## config.mk

```make
export PLATFORM = sky130hd
export DESIGN_NAME = mean_decimator
export DESIGN_NICKNAME = d
export VERILOG_FILES = /design/src/rtl/mean_decimator.sv
export SDC_FILE = /design/constraint.sdc
export NUM_CORES = 1
export LEC_CHECK = 0
export CAP_MARGIN = 20
export CORE_MARGIN = 3
export CORE_UTILIZATION = 25
export DETAILED_ROUTE_END_ITERATION = 12
export PLACE_DENSITY = 0.41
export SLEW_MARGIN = 20
export SYNTH_ARGS = -nofsm -noshare
export SYNTH_HDL_FRONTEND = slang
export SYNTH_SLANG_ARGS = --single-unit
```

## constraint.sdc

```tcl
create_clock -name CLK -period 3.3 [get_ports CLK]
set_input_delay 0.495 -clock CLK [delete_from_list [all_inputs] [get_ports CLK]]
set_output_delay 0.495 -clock CLK [all_outputs]
set_load 0.01 [all_outputs]
```

## src/rtl/mean_decimator.sv

```systemverilog
// mean_decimator
//   Back end of the per-channel filter chain. Drops the filter's fill-up
//   transient (WARMUP enabled samples) and then averages blocks of
//   2**DECIM_LOG2 signed samples. The average is floored toward -inf.
//   Each block result goes into a first-word-fall-through FIFO, which is
//   read out over a valid/ready handshake.
//
//   Optional feature macro: PEAK_HOLD_EN
//     Adds DOUT_PEAK, the saturated largest |sample| of each block. The
//     peak is stored next to the average in the same FIFO word.
//
// Ports
//   CLK         in   system clock, rising edge
//   RESET_n     in   synchronous reset, active low
//   DATA_IN     in   signed filtered sample
//   DATA_IN_EN  in   sample strobe
//   DOUT        out  signed block average (FIFO head)
//   DOUT_VALID  out  FIFO not empty
//   DOUT_READY  in   consumer accepts DOUT this cycle
//   FIFO_LEVEL  out  words stored, 0..2**FIFO_DEPTH_LOG2
//   OVERFLOW    out  sticky flag, a block result was dropped
//   OVF_CLR     in   clears OVERFLOW (a drop on the same edge wins)
//   DOUT_PEAK   out  block peak magnitude (PEAK_HOLD_EN builds only)
module mean_decimator #(
    parameter int DECIM_LOG2      = 3,
    parameter int FIFO_DEPTH_LOG2 = 4,
    parameter int WARMUP          = 48
) (
    input  logic                       CLK,
    input  logic                       RESET_n,
    input  logic [15:0]                DATA_IN,
    input  logic                       DATA_IN_EN,
    output logic [15:0]                DOUT,
    output logic                       DOUT_VALID,
    input  logic                       DOUT_READY,
    output logic [FIFO_DEPTH_LOG2:0]   FIFO_LEVEL,
    output logic                       OVERFLOW,
    input  logic                       OVF_CLR
`ifdef PEAK_HOLD_EN
    ,
    output logic [15:0]                DOUT_PEAK
`endif
);

    localparam int ACC_W = 16 + DECIM_LOG2;
    localparam int CNT_W = (DECIM_LOG2 == 0) ? 1 : DECIM_LOG2;
    localparam int PTR_W = FIFO_DEPTH_LOG2;
    localparam int LVL_W = FIFO_DEPTH_LOG2 + 1;
    localparam int DEPTH = 1 << FIFO_DEPTH_LOG2;
    localparam logic [CNT_W-1:0] BLK_LAST  = CNT_W'((1 << DECIM_LOG2) - 1);
    localparam logic [7:0]       WARM_LAST = (WARMUP == 0) ? 8'd0 : 8'(WARMUP - 1);
    localparam logic [LVL_W-1:0] LVL_FULL  = LVL_W'(DEPTH);
`ifdef PEAK_HOLD_EN
    localparam int WORD_W = 32;
`else
    localparam int WORD_W = 16;
`endif

    typedef enum logic [0:0] {
        ST_WARMUP = 1'b0,
        ST_ACCUM  = 1'b1
    } state_t;

    state_t                     state_r, state_next_s;
    logic [7:0]                 warm_cnt_r, warm_cnt_next_s;
    logic [CNT_W-1:0]           blk_cnt_r;
    logic signed [ACC_W-1:0]    acc_r;
    logic signed [ACC_W-1:0]    sum_s;
    logic [15:0]                avg_s;
    logic                       accept_s;
    logic                       last_s;
    logic                       push_s;
    logic [WORD_W-1:0]          push_word_s;

    logic [WORD_W-1:0]          mem_r [DEPTH];
    logic [PTR_W-1:0]           rd_ptr_r, wr_ptr_r, rd_ptr_inc_s;
    logic [LVL_W-1:0]           level_r, level_next_s;
    logic [WORD_W-1:0]          dout_r, head_next_s;
    logic                       valid_r;
    logic                       ovf_r, ovf_next_s;
    logic                       pop_s, full_s, wr_en_s, drop_s;

`ifdef PEAK_HOLD_EN
    logic [15:0]                peak_r, abs_s, peak_now_s;

    // Magnitude of a 16-bit two's complement value; -32768 saturates.
    function automatic logic [15:0] abs_sat(input logic [15:0] x);
        if (x == 16'h8000) begin
            return 16'h7FFF;
        end else if (x[15]) begin
            return 16'(~x + 16'd1);
        end else begin
            return x;
        end
    endfunction

    // Running block peak including the current sample.
    always_comb begin
        abs_s      = abs_sat(DATA_IN);
        peak_now_s = (abs_s > peak_r) ? abs_s : peak_r;
    end
`endif

    // FSM next state: count off warm-up samples, then stay in ACCUM.
    always_comb begin
        state_next_s    = state_r;
        warm_cnt_next_s = warm_cnt_r;
        accept_s        = 1'b0;
        case (state_r)
            ST_WARMUP: begin
                if (WARMUP == 0) begin
                    state_next_s = ST_ACCUM;
                end else if (DATA_IN_EN) begin
                    if (warm_cnt_r == WARM_LAST) begin
                        state_next_s = ST_ACCUM;
                    end else begin
                        warm_cnt_next_s = warm_cnt_r + 8'd1;
                    end
                end else begin
                    state_next_s = ST_WARMUP;
                end
            end
            ST_ACCUM: begin
                if (DATA_IN_EN) begin
                    accept_s = 1'b1;
                end else begin
                    accept_s = 1'b0;
                end
            end
            default: begin
                state_next_s = ST_WARMUP;
            end
        endcase
    end

    // Block arithmetic. The accumulator holds at most D-1 samples, so the
    // sum of D samples always fits in ACC_W bits.
    always_comb begin
        sum_s  = acc_r + ACC_W'($signed(DATA_IN));
        avg_s  = 16'(sum_s >>> DECIM_LOG2);
        last_s = (blk_cnt_r == BLK_LAST);
        push_s = accept_s && last_s;
`ifdef PEAK_HOLD_EN
        push_word_s = {peak_now_s, avg_s};
`else
        push_word_s = avg_s;
`endif
    end

    // FIFO control. Full and empty are taken from the level counter.
    // A push into a full FIFO is accepted only when a pop happens on the
    // same edge.
    always_comb begin
        pop_s        = valid_r && DOUT_READY;
        full_s       = (level_r == LVL_FULL);
        wr_en_s      = push_s && (!full_s || pop_s);
        drop_s       = push_s && full_s && !pop_s;
        rd_ptr_inc_s = rd_ptr_r + PTR_W'(1);
        case ({wr_en_s, pop_s})
            2'b10:   level_next_s = level_r + LVL_W'(1);
            2'b01:   level_next_s = level_r - LVL_W'(1);
            default: level_next_s = level_r;
        endcase
        // Registered head word: the next entry after a pop, the incoming
        // word when the FIFO drains to it, or the last value when empty.
        if (pop_s) begin
            if (level_r >= LVL_W'(2)) begin
                head_next_s = mem_r[rd_ptr_inc_s];
            end else if (wr_en_s) begin
                head_next_s = push_word_s;
            end else begin
                head_next_s = dout_r;
            end
        end else if ((level_r == LVL_W'(0)) && wr_en_s) begin
            head_next_s = push_word_s;
        end else begin
            head_next_s = dout_r;
        end
        if (drop_s) begin
            ovf_next_s = 1'b1;
        end else if (OVF_CLR) begin
            ovf_next_s = 1'b0;
        end else begin
            ovf_next_s = ovf_r;
        end
    end

    // State register, warm-up counter and block accumulator.
    always_ff @(posedge CLK) begin
        if (!RESET_n) begin
            state_r    <= ST_WARMUP;
            warm_cnt_r <= 8'd0;
            blk_cnt_r  <= {CNT_W{1'b0}};
            acc_r      <= {ACC_W{1'b0}};
`ifdef PEAK_HOLD_EN
            peak_r     <= 16'd0;
`endif
        end else begin
            state_r    <= state_next_s;
            warm_cnt_r <= warm_cnt_next_s;
            if (accept_s) begin
                if (last_s) begin
                    blk_cnt_r <= {CNT_W{1'b0}};
                    acc_r     <= {ACC_W{1'b0}};
`ifdef PEAK_HOLD_EN
                    peak_r    <= 16'd0;
`endif
                end else begin
                    blk_cnt_r <= blk_cnt_r + CNT_W'(1);
                    acc_r     <= sum_s;
`ifdef PEAK_HOLD_EN
                    peak_r    <= peak_now_s;
`endif
                end
            end
        end
    end

    // FIFO storage; contents need no reset because the level gates reads.
    always_ff @(posedge CLK) begin
        if (RESET_n && wr_en_s) begin
            mem_r[wr_ptr_r] <= push_word_s;
        end
    end

    // FIFO pointers, level, registered head and flags.
    always_ff @(posedge CLK) begin
        if (!RESET_n) begin
            rd_ptr_r <= {PTR_W{1'b0}};
            wr_ptr_r <= {PTR_W{1'b0}};
            level_r  <= {LVL_W{1'b0}};
            dout_r   <= {WORD_W{1'b0}};
            valid_r  <= 1'b0;
            ovf_r    <= 1'b0;
        end else begin
            if (pop_s) begin
                rd_ptr_r <= rd_ptr_inc_s;
            end
            if (wr_en_s) begin
                wr_ptr_r <= wr_ptr_r + PTR_W'(1);
            end
            level_r <= level_next_s;
            dout_r  <= head_next_s;
            valid_r <= (level_next_s != LVL_W'(0));
            ovf_r   <= ovf_next_s;
        end
    end

    assign DOUT       = dout_r[15:0];
    assign DOUT_VALID = valid_r;
    assign FIFO_LEVEL = level_r;
    assign OVERFLOW   = ovf_r;
`ifdef PEAK_HOLD_EN
    assign DOUT_PEAK  = dout_r[31:16];
`endif

endmodule
```

==> summary.md, run 1 <==
| Metric | Value |
|---|---|
| Crit path max-delay family | buffers and inverters |
| Share of cells above drive strength 1 | 23.29% |
| Detailed-route via count | 7869 |
| Maximum fanout along the worst path | 16 |
| Slew @ Worst Pin | 1.024 ns |
| Io pins | 44 |
| Syn avg cell area | 15.78 um2 |
| Max VDD drop | 0.3745 mV |
| Placed Area | 15510 um2 |
| Top cell by count, worst path | buf_4 |
| Final TNS setup | 0 ns |
| CTS Root Buffer Type | clkbuf_16 |
| Seq/Total Area, Yosys | 65.85% |
| Final instance area | 16790 um2 |
| Unrepaired setup endpoints after global routing | false |
| Synth top area cells | edfxtp_1 57%, mux4_2 12%, dfxtp_1 9.2%, ha_1 2.5%, a21oi_1 1.8% |
| Die Area | 57070 um2 |
| Placer Congestion | 0.7887 |
| GRT Total Usage | 12.97% |
| Relative slew margins | 31.48% |
| Final Worst Setup Slack | 0.5440 ns |
| Port bufs | 43 |
| Vias per cell | 4.684 |
| Async S/R FF share, synth | 0% |
| Yosys top cell area share | 56.69% |
| Worst-Skew Late Latency | 0.53 ns |
| Hold Crit Class | primary input to flop |
| Crit-path cells | clkdlybuf4s50_1, ha_1, inv_1, fa_1, nand2b_1, a21oi_1, buf_4, o21ai_1, buf_4, mux2_2, nor2_1, buf_4 |
| Vias in the first global route | 7990 |
| Crit Path Category | primary input to flop |
| Internal power | 0.008046 W |
| Hold path start | RESET_n |
| Post-CTS setup buffers | 0 |
| Clock buffer depth | 3 |
| Post_cts resized | 0 |
| DP Wirelength | 23220 um |
| H-tree Lvls | 2 |
| Post-Place Setup Slack | -0.001049 ns |
| Core area | 53080 um2 |
| NetSw | 0.002720 W |
| # DRC | 0 |
| LEAKAGE | 5.542 nW |
| Post-synth top flop | edfxtp_1 |
| Reg power frac | 42.4% |
| Final Slew Violations | 0 |
| CP endpoint kind | flop |
| Slowest stage delay, CP | 0.46 ns |
| Clock share of power | 40.1% |
| Critical Path AT | 3.12 ns |
| Hold buffers post-CTS | 0 |
| Initial core utilization | 25.55% |
| YS warnings | 0 |
| Post-synth EDFFs | 256 |
| Rows | 84 |
| Reg2reg start | acc_r[0]$_SDFFE_PN0P_ |
| Max Clock Freq | 362.8 MHz |
| CTS buffer count | 36 |
| Critical Path RT | 3.66 ns |
| First-pass GRT wire length | 54570 um |
| Period Utilization, post-route | 83.52% |
| Syn nets | 908 |
| Largest net degree at the start of global routing | 53 |
| Cells after Synth | 859 |
| CP Launch Type | primary input |
| Status | completed |
| Tot Pwr | 0.01077 W |
| Pwr/cell area | 641.2 nW/um2 |
| CTS tree | built |
| Diodes inserted | 0 |
| Finish-stage setup viols | 0 |
| Initial antenna violation count | 0 |
| Combinational fraction of design power | 17.5% |
| Grt ovf | 0 |
| Worst-path clk slew | 0.06 ns |
| Router iterations before antenna repair | 4 |
| Critical Path Start | DATA_IN[0] |
| Layout area overhead | 23.83% |
| Area leader, netlist | edfxtp_1 |
| Clk_skew | 0.01404 ns |
| DR iter-0 viols | 585 |
| Final Hold Vio Count | 0 |
| Sink Count | 318 |
| Routed WL per cell | 21.87 um |
| Maxcap violations | 0 |
| Switching part of the total | 25.27% |
| Post-Syn Area | 13560 um2 |
| Critical-path top delay cell | clkdlybuf4s50_1 |
| Seq cells post-synth | 318 |
| Minimum clock period | 2.756 ns |
| Chip width | 238.9 um |
| Final wirelength | 36740 um |
| Crit path buffers/inverters | 5 |
| Die height | 238.9 um |
| Yosys cell types | 62 |
| Routed Antenna Nets | 0 |
| Fin nets | 1014 |
[power groups by stage]
stage / clock network (W) / logic, W / registers [W]
floorplan: 0 / 0.00115 / 0.00463
global placement: 0 / 0.00192 / 0.00465
detailed placement: 0 / 0.00193 / 0.00465
CTS: 0.00446 / 0.00193 / 0.00456
global route: 0.00462 / 0.00205 / 0.00457
finish: 0.00432 / 0.00189 / 0.00456
[path summary, 6_finish.rpt]
| path | depth (start not counted) | slack (ns) | to |
|---|---|---|---|
| worst max-delay path | 12 | 0.54 | mem_r[10][9]$_DFFE_PP_ |
| worst min-delay path | 2 | 0.42 | rd_ptr_r[1]$_SDFFE_PN0N_ |
| worst max register to register | 11 | 0.65 | mem_r[10][9]$_DFFE_PP_ |
| worst min register to register | 2 | 0.47 | acc_r[9]$_SDFFE_PN0P_ |
[routing by layer]
metal  vias up  share of wire, %  global-route usage (%)
met4         0               1.8                   2.895
met5         -                 0                       0
li1       3612                 -                       -
met2       128                47                   20.75
met3        43               3.7                   2.273
met1      4086                47                   18.46
[state kept, by name, summed over array words and instances (netlist names)]
| signal | count |
|---|---|
| wr_ptr_r | 4 |
| state_r | 1 |
| warm_cnt_r | 8 |
| FIFO_LEVEL | 5 |
| OVERFLOW | 1 |
| DOUT_VALID | 1 |
| rd_ptr_r | 4 |
| DOUT | 16 |
| acc_r | 19 |
| mem_r | 256 |
| blk_cnt_r | 3 |
[area by class of cell]
class | instances | area (um2)
Sequential cell | 318 | 8932
Clock buffer | 42 | 933.4
Timing Repair Buffer | 112 | 1206
Multi-Input combinational cell | 486 | 4474
Clock inverter | 23 | 341.6
Tap cell | 688 | 860.8
Inverter | 11 | 41.29
Fill cell | 5160 | 36290
[through the flow]
step | hold slack (ns) | instances | util, %
finish | 0.4192 | 1680 | 31.63
global route | 0.4200 | 1680 | 31.63
CTS | 0.3953 | 1680 | 31.63
detailed placement | 0.4615 | 1615 | 29.23
global placement | 0.4560 | 1615 | 29.23
floorplan | 0.4447 | 859 | -
[synth_stat cells (2+ instances only)]
cell type / number
edfxtp_1: 256
mux4_2: 74
dfxtp_1: 62
a21oi_1: 49
nand2_1: 45
nor2_1: 31
and2_1: 28
clkbuf_1: 27
ha_1: 27
o21ai_0: 26
nor2b_1: 24
nand3_1: 21
xnor2_1: 21
nor3_1: 16
buf_2: 13
inv_1: 11
a211oi_1: 9
a21o_1: 9
and3_1: 9
a21boi_0: 8
a32o_1: 8
mux2i_1: 7
xor2_1: 7
a22oi_1: 6
a221o_1: 5
or3_1: 5
nand2b_1: 4
nand4_1: 4
nor3b_1: 4
o211ai_1: 3
o41ai_1: 3
a31oi_1: 2
a32oi_1: 2
buf_1: 2
buf_6: 2
o31ai_1: 2
or4_1: 2
[placed cells by master, fill, tap and decap left out, types with 7 or more instances in the layout]
cell type        count
and3_1               9
nor3_1              12
and2_1              28
a21boi_0             8
nor2_2              12
bufinv_16            8
a32o_1               8
edfxtp_1           256
a21o_1               9
clkdlybuf4s50_1     42
xnor2_1             21
mux2i_1              7
nand2_1             45
a21oi_1             49
o21ai_0             26
nor2_1              19
a211oi_1             9
clkbuf_16           36
nand3_1             21
buf_12              21
nor2b_1             24
dfxtp_1             61
ha_1                26
inv_1               11
buf_4               48
clkinv_2             8
mux4_2              74
[logic make-up (layout without fill, tap and decap cells)]
group / after synthesis / in the layout / share of synthesized area (%)
flops: 318 / 318 / 65.85
mux: 82 / 82 / 12.89
buf+inv: 55 / 188 / 1.753
simple gates: 199 / 199 / 7.604
xor+xnor: 29 / 29 / 1.929
compound gates: 148 / 148 / 7.336
fa+ha+maj: 28 / 28 / 2.639
No activity file was read; power rests on OpenSTA's default activity.
==> inputs of run 2 (changes only) <==
--- a/config.mk
+++ b/config.mk
@@ -9,7 +9,7 @@
 export CORE_MARGIN = 3
 export CORE_UTILIZATION = 25
 export DETAILED_ROUTE_END_ITERATION = 12
-export PLACE_DENSITY = 0.41
+export PLACE_DENSITY = 0.39
 export SLEW_MARGIN = 20
 export SYNTH_ARGS = -nofsm -noshare
 export SYNTH_HDL_FRONTEND = slang
==> constraint.sdc (replaced) <==
create_clock -name CLK -period 2.8 [get_ports CLK]
set_input_delay 0.42 -clock CLK [delete_from_list [all_inputs] [get_ports CLK]]
set_output_delay 0.42 -clock CLK [all_outputs]
set_load 0.01 [all_outputs]
==> run 2 against run 1 <==
  * Hold slack got worse by 0.15 ns
  * Critical endpoint is now DOUT[9]$_SDFFE_PN0P_
  * Flip-flop and latch count unchanged
  * Design area increased by 2.7%
  * Global-route usage up 0.50 points
  * Sequential power rose by 18%
==> summary.md, run 2 (synthesized netlist as in run 1, its figures left out) <==
| Metric | Value |
|---|---|
| Rows | 84 |
| Commonest non-fill, non-tap cell in the layout | edfxtp_1 |
| Most frequent cells in the layout | 256 x edfxtp_1, 115 x buf_4, 74 x mux4_2 |
| Vias in the first global route | 8247 |
| LEAKAGE | 5.829 nW |
| CTS buffer count | 36 |
| Worst-Skew Late Latency | 0.54 ns |
| Fin nets | 1084 |
| Core area | 53080 um2 |
| Diodes inserted | 0 |
| GRT Total Usage | 13.46% |
| Post-CTS setup buffers | 0 |
| Final core occ | 32.50% |
| Routed WL per cell | 21.80 um |
| Router iterations before antenna repair | 5 |
| CP Launch Type | primary input |
| Final Hold Vio Count | 0 |
| Max VDD drop | 0.4115 mV |
| Worst-path clk slew | 0.06 ns |
| Placer Congestion | 0.7687 |
| Max reg flops | 256 |
| Clock buffer depth | 3 |
| Finish-stage setup viols | 0 |
| Hold Crit Class | primary input to flop |
| Period Utilization, post-route | 93.08% |
| Port bufs | 43 |
| Layout area overhead | 27.22% |
| Pwr/cell area | 718.4 nW/um2 |
| Reg2reg start | acc_r[0]$_SDFFE_PN0P_ |
| Worst Reg2Reg Path Length in Cells | 11 |
| Sink Count | 318 |
| Io pins | 44 |
| Vias per cell | 4.581 |
| Critical Path RT | 3.26 ns |
| CTS Root Buffer Type | clkbuf_16 |
| Crit Path Category | primary input to flop |
| Maximum fanout along the worst path | 4 |
| Grt ovf | 0 |
| Max Clock Freq | 383.7 MHz |
| Relative slew margins | 62.48% |
| Hold Crit Endpoint | rd_ptr_r[1]$_SDFFE_PN0N_ |
| Slew @ Worst Pin | 0.5620 ns |
| Final Slew Violations | 0 |
| Status | completed |
| Initial core utilization | 25.55% |
| Minimum clock period | 2.606 ns |
| Post_cts resized | 0 |
| Chip width | 238.9 um |
| Largest net degree at the start of global routing | 39 |
| Die Area | 57070 um2 |
| Detailed-route via count | 8016 |
| DR iter-0 viols | 468 |
| CTS tree | built |
| Filler instances | 5136 |
| Unrepaired setup endpoints after global routing | false |
| Worst flop-to-flop path endpoint | DOUT[9]$_SDFFE_PN0P_ |
| CP endpoint kind | flop |
| Die height | 238.9 um |
| Hold buffers post-CTS | 0 |
| Final Non-Filler Cells | 1750 |
| First-pass GRT wire length | 56390 um |
| Reg-to-reg slack, setup | 0.20 ns |
| Critical Path AT | 3.07 ns |
| DP Wirelength | 25400 um |
| Clk_skew | 0.02542 ns |
| Share of cells above drive strength 1 | 27.31% |
| Most flops, register | mem_r |
| Hold path start | RESET_n |
| Final wirelength | 38150 um |
| Hold Path Depth | 2 |
| H-tree Lvls | 2 |
| Initial antenna violation count | 0 |
| Maxcap violations | 0 |
| Routed Antenna Nets | 0 |
| Placed cell count | 1685 |
| # DRC | 0 |
run 2: where the power goes:
part | internal, W | switching (W)
logic | 0.00123 | 0.00114
clock network | 0.00276 | 0.00190
registers | 0.00523 | 0.000135
run 2: cell type report:
cell class	instances	area, um2	share of cell area, %
clock buffers	49	991.0	5.745
clock inverters	16	156.4	0.9067
inverters	11	41.29	0.2394
multi-input cells	486	4499	26.08
flip-flops and latches	318	8932	51.78
well taps	688	860.8	4.990
repair buffers	182	1769	10.26
run 2: how the worst max path moves through the flow:
stage | from | endpoint | cells past startpoint
6_report | DATA_IN[0] | DOUT[9]$_SDFFE_PN0P_ | 12
5_1_grt | acc_r[0]$_SDFFE_PN0P_ | DOUT[9]$_SDFFE_PN0P_ | 11
4_1_cts | acc_r[0]$_SDFFE_PN0P_ | DOUT[9]$_SDFFE_PN0P_ | 11
3_5_place_dp | DATA_IN[0] | DOUT[9]$_SDFFE_PN0P_ | 12
3_3_place_gp | DATA_IN[0] | DOUT[9]$_SDFFE_PN0P_ | 12
2_1_floorplan | DATA_IN[0] | mem_r[0][13]$_DFFE_PP_ | 8
run 2: metal layers:
metal  up-vias  part of all wire, %  track usage, %
li1       3751                    -               -
met1      4093                   49           19.80
met2       136                   46           21.20
met3        36                  3.2           1.938
met4         0                  1.5           2.877
met5         -                    0               0
run 2: worst max-delay path, cell delays in order:
cell,delay (ns)
clkdlybuf4s50_1,0.46
ha_1,0.17
inv_1,0.06
fa_1,0.39
nand2b_1,0.18
a21oi_1,0.13
buf_4,0.15
o21ai_1,0.14
buf_4,0.19
mux2_2,0.29
or3_1,0.37
a21oi_1,0.12
run 2: metrics by stage:
step | worst slack, ns | hold WS, ns | instance area (um2) | total power (W) | TNS [ns]
2_1_floorplan | 0.08161 | 0.4447 | 13580 | 0.006806 | 0
3_3_place_gp | -0.3405 | 0.4567 | 16100 | 0.007902 | -32.80
3_5_place_dp | -0.3366 | 0.4662 | 16100 | 0.007894 | -34.58
4_1_cts | 0.1952 | 0.2492 | 17250 | 0.01262 | 0
5_1_grt | 0.0008431 | 0.2662 | 17250 | 0.01297 | 0
6_report | 0.1938 | 0.2659 | 17250 | 0.01239 | 0
==> inputs of run 3 (changes only) <==
--- a/config.mk
+++ b/config.mk
@@ -9,6 +9,7 @@
 export CORE_MARGIN = 3
 export CORE_UTILIZATION = 25
 export DETAILED_ROUTE_END_ITERATION = 12
+export HOLD_SLACK_MARGIN = 0.08
 export PLACE_DENSITY = 0.39
 export SLEW_MARGIN = 20
 export SYNTH_ARGS = -nofsm -noshare
==> results of run 3 <==
No change in the layout: final DEF, timing and power equal those of run 2.
